File: src/rtl/seq_shifter_pkg.sv
// seq_shifter shared definitions: FSM state encoding plus named constants
// for the direction and right-shift fill select bits.
package shift_pkg;

  typedef enum logic [1:0] {
    S_IDLE  = 2'd0,
    S_SHIFT = 2'd1,
    S_DONE  = 2'd2
  } state_t;

  localparam logic DIR_LEFT   = 1'b1;
  localparam logic DIR_RIGHT  = 1'b0;
  localparam logic FILL_LOGIC = 1'b0;
  localparam logic FILL_ARITH = 1'b1;

endpackage

File: src/rtl/seq_shifter_if.sv
// seq_shifter operand/result handshake bundle.
// Optional macro SHIFT_ROTATE_EN adds the rot select signal.
interface seq_shifter_if #(
  parameter int W  = 8,
  parameter int SW = $clog2(W)
);

  logic          in_valid;
  logic          in_ready;
  logic [W-1:0]  din;
  logic [SW-1:0] shamt;
  logic          LR;
  logic          AL;
`ifdef SHIFT_ROTATE_EN
  logic          rot;
`endif
  logic          out_valid;
  logic          out_ready;
  logic [W-1:0]  dout;
  logic          busy;

  // Producer/consumer side
  modport master (
`ifdef SHIFT_ROTATE_EN
    output rot,
`endif
    output in_valid, din, shamt, LR, AL, out_ready,
    input  in_ready, out_valid, dout, busy
  );

  // Shifter side
  modport slave (
`ifdef SHIFT_ROTATE_EN
    input  rot,
`endif
    input  in_valid, din, shamt, LR, AL, out_ready,
    output in_ready, out_valid, dout, busy
  );

endinterface

File: src/rtl/seq_shifter_step.sv
// shift_step: combinational one-position shifter used by seq_shifter.
// Optional macro SHIFT_ROTATE_EN adds the rotate input.
module shift_step
  import shift_pkg::*;
#(
  parameter int W = 8
) (
  input  logic [W-1:0] q,
  input  logic         lr,
  input  logic         al,
`ifdef SHIFT_ROTATE_EN
  input  logic         rot,
`endif
  output logic [W-1:0] q_nxt
);

  logic in_bit_l;
  logic in_bit_r;

  // Choose the bit entering the vacated end, then move q by one place
  always_comb begin
    in_bit_l = 1'b0;
    in_bit_r = (al == FILL_ARITH) ? q[W-1] : 1'b0;
`ifdef SHIFT_ROTATE_EN
    if (rot) begin
      in_bit_l = q[W-1];
      in_bit_r = q[0];
    end
`endif
    if (lr == DIR_LEFT) q_nxt = {q[W-2:0], in_bit_l};
    else                q_nxt = {in_bit_r, q[W-1:1]};
  end

endmodule

File: src/rtl/seq_shifter.sv
// seq_shifter: bit-serial shift unit, one position per clock, with
// valid/ready operand and result ports.
// Optional macro SHIFT_ROTATE_EN enables rotate mode via the rot signal.
module seq_shifter
  import shift_pkg::*;
#(
  parameter int W  = 8,
  parameter int SW = $clog2(W)
) (
  input  logic          clk,
  input  logic          rst_n,
  seq_shifter_if.slave  sif
);

  state_t        state;
  logic [W-1:0]  q;
  logic [W-1:0]  q_nxt;
  logic [SW-1:0] cnt;
  logic          lr_q;
  logic          al_q;
`ifdef SHIFT_ROTATE_EN
  logic          rot_q;
`endif
  logic          in_ready_r;
  logic          out_valid_r;
  logic          busy_r;

  shift_step #(.W(W)) u_step (
    .q     (q),
    .lr    (lr_q),
    .al    (al_q),
`ifdef SHIFT_ROTATE_EN
    .rot   (rot_q),
`endif
    .q_nxt (q_nxt)
  );

  assign sif.dout      = q;
  assign sif.in_ready  = in_ready_r;
  assign sif.out_valid = out_valid_r;
  assign sif.busy      = busy_r;

  // Control FSM and shift register; handshake flags are registered with the state
  always_ff @(posedge clk or negedge rst_n) begin
    if (!rst_n) begin
      state       <= S_IDLE;
      q           <= '0;
      cnt         <= '0;
      lr_q        <= DIR_RIGHT;
      al_q        <= FILL_LOGIC;
`ifdef SHIFT_ROTATE_EN
      rot_q       <= 1'b0;
`endif
      in_ready_r  <= 1'b1;
      out_valid_r <= 1'b0;
      busy_r      <= 1'b0;
    end else begin
      unique case (state)
        S_IDLE: begin
          if (sif.in_valid) begin
            q          <= sif.din;
            cnt        <= sif.shamt;
            lr_q       <= sif.LR;
            al_q       <= sif.AL;
`ifdef SHIFT_ROTATE_EN
            rot_q      <= sif.rot;
`endif
            in_ready_r <= 1'b0;
            busy_r     <= 1'b1;
            // A zero shift has nothing to do and goes straight to the result
            if (sif.shamt == '0) begin
              state       <= S_DONE;
              out_valid_r <= 1'b1;
            end else begin
              state <= S_SHIFT;
            end
          end
        end
        S_SHIFT: begin
          q   <= q_nxt;
          cnt <= cnt - SW'(1);
          if (cnt == SW'(1)) begin
            state       <= S_DONE;
            out_valid_r <= 1'b1;
          end
        end
        S_DONE: begin
          // Return to IDLE only; the next accept is one cycle later
          if (sif.out_ready) begin
            state       <= S_IDLE;
            out_valid_r <= 1'b0;
            in_ready_r  <= 1'b1;
            busy_r      <= 1'b0;
          end
        end
        default: begin
          state       <= S_IDLE;
          out_valid_r <= 1'b0;
          in_ready_r  <= 1'b1;
          busy_r      <= 1'b0;
        end
      endcase
    end
  end

endmodule

File: src/flat_wrapper.sv
// flat-port wrapper written by rule: the top's interface ports become plain ports
module seq_shifter_flat import shift_pkg::*;
#(
  parameter int W  = 8,
  parameter int SW = $clog2(W)
)
  (clk, rst_n, sif_in_valid, sif_din, sif_shamt, sif_LR, sif_AL, sif_out_ready, sif_in_ready, sif_out_valid, sif_dout, sif_busy);
  seq_shifter_if #(.W(W), .SW(SW)) sif_i ();
  input  logic clk;
  input  logic rst_n;
  input wire logic [$bits(sif_i.in_valid)-1:0] sif_in_valid;
  input wire logic [$bits(sif_i.din)-1:0] sif_din;
  input wire logic [$bits(sif_i.shamt)-1:0] sif_shamt;
  input wire logic [$bits(sif_i.LR)-1:0] sif_LR;
  input wire logic [$bits(sif_i.AL)-1:0] sif_AL;
  input wire logic [$bits(sif_i.out_ready)-1:0] sif_out_ready;
  output wire logic [$bits(sif_i.in_ready)-1:0] sif_in_ready;
  output wire logic [$bits(sif_i.out_valid)-1:0] sif_out_valid;
  output wire logic [$bits(sif_i.dout)-1:0] sif_dout;
  output wire logic [$bits(sif_i.busy)-1:0] sif_busy;
  assign sif_i.in_valid = sif_in_valid;
  assign sif_i.din = sif_din;
  assign sif_i.shamt = sif_shamt;
  assign sif_i.LR = sif_LR;
  assign sif_i.AL = sif_AL;
  assign sif_i.out_ready = sif_out_ready;
  assign sif_in_ready = sif_i.in_ready;
  assign sif_out_valid = sif_i.out_valid;
  assign sif_dout = sif_i.dout;
  assign sif_busy = sif_i.busy;
  seq_shifter #(.W(W), .SW(SW)) u_core (.clk(clk), .rst_n(rst_n), .sif(sif_i));
endmodule
File: config.mk
export PLATFORM = sky130hd
export DESIGN_NAME = seq_shifter_flat
export DESIGN_NICKNAME = d
export VERILOG_FILES = /design/src/rtl/seq_shifter_pkg.sv /design/src/rtl/seq_shifter_if.sv /design/src/rtl/seq_shifter_step.sv /design/src/rtl/seq_shifter.sv /design/src/flat_wrapper.sv
export SDC_FILE = /design/constraint.sdc
export NUM_CORES = 1
export LEC_CHECK = 0
export CORE_MARGIN = 4
export CORE_UTILIZATION = 31
export DETAILED_ROUTE_END_ITERATION = 10
export PLACE_DENSITY = 0.61
export SLEW_MARGIN = 30
export SYNTH_ARGS = -nofsm -noshare
export SYNTH_HDL_FRONTEND = slang
export SYNTH_HIERARCHICAL = 1
export SYNTH_SLANG_ARGS = --single-unit
File: constraint.sdc
create_clock -name clk -period 2 [get_ports clk]
set_clock_uncertainty 0.05 [all_clocks]
set_input_delay 0.2 -clock clk [delete_from_list [all_inputs] [get_ports clk]]
set_output_delay 0.2 -clock clk [all_outputs]
set_load 0.03 [all_outputs]
# Word-level counts from Yosys, hierarchy flattened
# Index checks and enable logic that the tools add are counted.
# word_totals
regBits,18
input_bits,17
word_cells,49
# op_classes
n_addsub,1
n_eq_ne,8
mux,21
bitwise_logic,1
reduce_logical,9
# op_table
cell,count
8-bit 2-to-1 mux,2
8-bit case mux with 2 select lines,1
1-bit case mux with 3 select lines,3
3-bit AND reduction,3
1-bit 2-to-1 mux,8
2-bit 2-to-1 mux,4
2-bit case mux with 3 select lines,1
3-bit case mux with 2 select lines,1
"2-bit by 1-bit != test with 1-bit output, second input constant",2
"2-bit != test, second input constant",2
2-bit AND reduction,2
4-bit AND reduction,1
"3-bit by 1-bit equality test with 1-bit output, second input constant",1
3-bit zero test,1
3-bit 2-to-1 mux,1
"3-bit by 2-bit != test with 1-bit output, second input constant",1
"3-bit by 1-bit subtractor with 3-bit output, second input constant",1
"2-bit by 1-bit equality test with 1-bit output, second input constant",1
"2-bit equality test, second input constant",1
2-bit zero test,1
2-bit nonzero test,1
1-bit NOT,1

# Depth between registers and ports, before layout
# logic_depth
ltp_word,4
depth_mapped,5
depth_no_buf,5

# Modules after synthesis
# The synthesis kept the hierarchy.
# by_module_without_submodules
module,instances,cells_per_inst,area_per_inst_um2,seq_area_each_um2
seq_shifter,1,98,997.2,451.7
shift_step,1,11,122.6,0.0

# Worst setup path after synthesis
# OpenSTA, ideal clock, no wires.
# synth_timing
kind,reg2reg
start,register u_core.state[1]
end,register u_core.al_q
setup_ps,125
t_arrival_ps,1060
slack_ps,765
stages_incl_launch_ff,4
path_buffers,1
synth_period_minus_slack_ps,1235
path_cell_list,dfrtp_1 > buf_4 > nor3b_4 > mux2_2
# synth_between
elab_chain_len,2
# synth_rtl
item,line,source
start: declaration,seq_shifter.sv:15,state_t state;
start signal: assignment,seq_shifter.sv:46,state <= S_IDLE;
start signal: assignment,seq_shifter.sv:72,state <= S_DONE;
start signal: assignment,seq_shifter.sv:75,state <= S_SHIFT;
2-bit zero test,seq_shifter.sv:58,unique case (state)
2-bit AND reduction (no line),-,
end signal: assignment,seq_shifter.sv:64,al_q <= sif.AL;
end: declaration,seq_shifter.sv:20,logic al_q;
# Every way passes these cells.
# A chain may end at the register's enable or synchronous reset.

# Worst setup path in the final report
# layout_timing
start,"register u_core.in_ready_r, in the netlist u_core/sif.in_ready"
end,output port sif_in_ready
# layout_lines
item,line,source
start: declaration,seq_shifter.sv:24,logic in_ready_r;
start signal: assignment,seq_shifter.sv:54,in_ready_r <= 1'b1;
start signal: assignment,seq_shifter.sv:68,in_ready_r <= 1'b0;
start signal: assignment,seq_shifter.sv:92,in_ready_r <= 1'b1;
end: declaration,flat_wrapper.sv:17,output wire logic [$bits(sif_i.in_ready)-1:0] sif_in_ready;
# No word-level cell between the ends.

==> flow_summary.json <==
{
  "cp_slowest_cell": "clkdlybuf4s50_1",
  "crit_chain": "clkdlybuf4s50_1",
  "place_hpwl_um": 1900,
  "via_count": 901,
  "cpLargestDelayFamily": "buffers and inverters",
  "rrSetupSlack_ps": 450,
  "dr.pass1.iters": 4,
  "cp-startpoint": "u_core/sif.in_ready$_DFFE_PN1P_",
  "cts_root_buf": "clkbuf_4",
  "ys_seq_area_frac": 0.403,
  "groute.usage.overall": 0.130,
  "max_freq_ghz": 0.567,
  "grt_pass1_wl_um": 4460,
  "die_h_um": 68.1,
  "setup_tns_ps": 0,
  "setup_violations": 0,
  "cts_hold_buf": 0,
  "fin_crit_sh": 0.882,
  "synth_seq_cells": 18,
  "via_per_inst": 4.92,
  "crit_buf_inv": 1,
  "tightest_slew_ps": 651,
  "p_leak_uw": 0.000605,
  "wl_per_cell_um": 14.5,
  "place_area_mm2": 0.00142,
  "place_congestion": 0.773,
  "antenna_found_initial": 0,
  "clockBufferDepth": 2,
  "rsz0062_at_grt": "no",
  "vdd_drop_max_uv": 643,
  "max_stage_delay_ps": 670,
  "htree_levels": 1,
  "finalHoldViolCount": 0,
  "syn_area_per_cell_um2": 10.3,
  "final_common_cell": "clkdlybuf4s50_1",
  "postCtsSetupRepairBufs": 0,
  "cts_buffers": 3,
  "final_cell_area_mm2": 0.00145,
  "syn_area_mm2": 0.00112,
  "r2r-end": "u_core/sif.dout[6]$_DFFE_PN0P_",
  "worstReg2RegStart": "u_core/state[0]$_DFFE_PN0P_",
  "cts-resized-gates": 0,
  "insertedDiodeCount": 0,
  "nets": 157,
  "ff2ff_path_depth": 3,
  "overflow": 0,
  "hold_class": "input port to async pin",
  "drive_above_1_share": 0.161,
  "cp.arrival_ps": 1510,
  "timing.final.max_slew_violations": 0,
  "drv_cap": 0,
  "ant_nets": 0,
  "die_w_um": 68.1,
  "fill_cells": 357,
  "status": "completed",
  "row_count": 21,
  "ys.warnings.count": 6,
  "totalWireLength_um": 2650,
  "io_buffers": 27,
  "numClockSinks": 18,
  "layout_min_cycle_time_ps": 1760,
  "grt_max_degree": 20,
  "critPathMaxFanout": 3,
  "clk_pin_slew_ps": 110,
  "insertion_delay_ps": 300,
  "cts_tree": "done",
  "cp.required_ps": 1750,
  "core_area_mm2": 0.00342,
  "synth_cells": 109,
  "drc_errors": 0,
  "boundaryPins": 28,
  "area_delta_synth_final_pct": 29.1,
  "start_kind": "register",
  "synth_ff_type": "dfrtp_1",
  "slew_headroom": 0.566,
  "critical_path_class": "register to output pin",
  "final_cell_mix": "27 x clkdlybuf4s50_1, 17 x dfrtp_1, 12 x o21ai_0, 11 x a21oi_1, 10 x nor2b_1",
  "power.density_mw_per_mm2": 1560,
  "dieArea_mm2": 0.00464,
  "start_util": 0.328,
  "synth_nets": 128,
  "cp.depth": 1,
  "grt_pass1_vias": 934,
  "drt-initial-drc-count": 67,
  "async_flop_share": 1.00,
  "synthDistinctLibCells": 34,
  "synth_edf_count": 0,
  "endpoint_kind": "output pin"
}
-- worst max path at each step --
stage / end / slack (ps)
3_3_place_gp: u_core/lr_q$_DFFE_PN0P_ / 400
6_report: sif_in_ready / 240
4_1_cts: sif_in_ready / 210
3_5_place_dp: u_core/lr_q$_DFFE_PN0P_ / 360
2_1_floorplan: u_core/al_q$_DFFE_PN0P_ / 770
5_1_grt: sif_in_ready / 180
-- kinds of logic (layout without fill, tap and decap cells) --
family / after synthesis / count (layout) / share of synthesized area
adders and majority gates: 2 / 2 / 0.0223
AOI/OAI and AO/OA: 41 / 41 / 0.234
muxes: 9 / 9 / 0.109
DFF: 18 / 18 / 0.403
and+or+nand+nor: 26 / 26 / 0.155
buffers and inverters: 13 / 41 / 0.0760
-- cells in the mapped netlist, types with 2 or more instances --
cell type,number,share of area
dfrtp_1,17,0.38
ha_1,2,0.022
mux2_4,6,0.080
inv_1,5,0.017
buf_6,4,0.040
mux2_2,2,0.020
o21ai_0,12,0.054
nor2b_1,10,0.056
a21oi_1,11,0.049
a22oi_1,8,0.054
nand2b_1,2,0.011
nand2_1,5,0.017
a2bb2oi_1,3,0.023
buf_2,2,0.0089
-- stage by stage --
stage / worst slack, ps / util / hold WS [ps] / total power (uW) / std cells
4_1_cts: 215 / 0.423 / 163 / 2280 / 183
2_1_floorplan: 765 / - / -146 / 1740 / 109
6_report: 236 / 0.423 / 162 / 2260 / 183
5_1_grt: 185 / 0.423 / 183 / 2460 / 183
3_3_place_gp: 397 / 0.415 / 434 / 2040 / 179
3_5_place_dp: 360 / 0.415 / 447 / 2070 / 179
-- sequential cells by signal, summed over array words and instances (netlist names) --
register	count
u_core/sif.busy	1
u_core/sif.out_valid	1
u_core/cnt	3
u_core/lr_q	1
u_core/sif.dout	8
u_core/sif.in_ready	1
u_core/al_q	1
u_core/state	2
-- power by group --
| part | internal, uW | switching (uW) |
|---|---|---|
| clock network | 77.8 | 121 |
| registers | 540 | 264 |
| logic | 665 | 591 |
-- per-layer routing --
layer / routed length [um] / part of all wire / track usage / vias to the layer above
met1: 1260 / 0.47 / 0.175 / 429
met5: 0 / 0 / 0 / -
li1: - / - / - / 445
met3: 107 / 0.040 / 0.0378 / 4
met4: 25 / 0.0094 / 0.0372 / 0
met2: 1260 / 0.48 / 0.202 / 23
-- area by class of cell --
type	instances	area [um^2]	share of cell area
inverters	5	18.8	0.0130
multi-input cells	78	583	0.403
well taps	46	57.6	0.0398
repair buffers	32	308	0.213
flip-flops and latches	18	452	0.313
clock buffers	4	26.3	0.0182
-- worst reg2reg max path: stages, from the launching register on --
cell	delay, ps
dfrtp_1	780
nor2b_4	420
a22oi_1	110
o21ai_0	100
No activity file was read; power rests on OpenSTA's default activity.
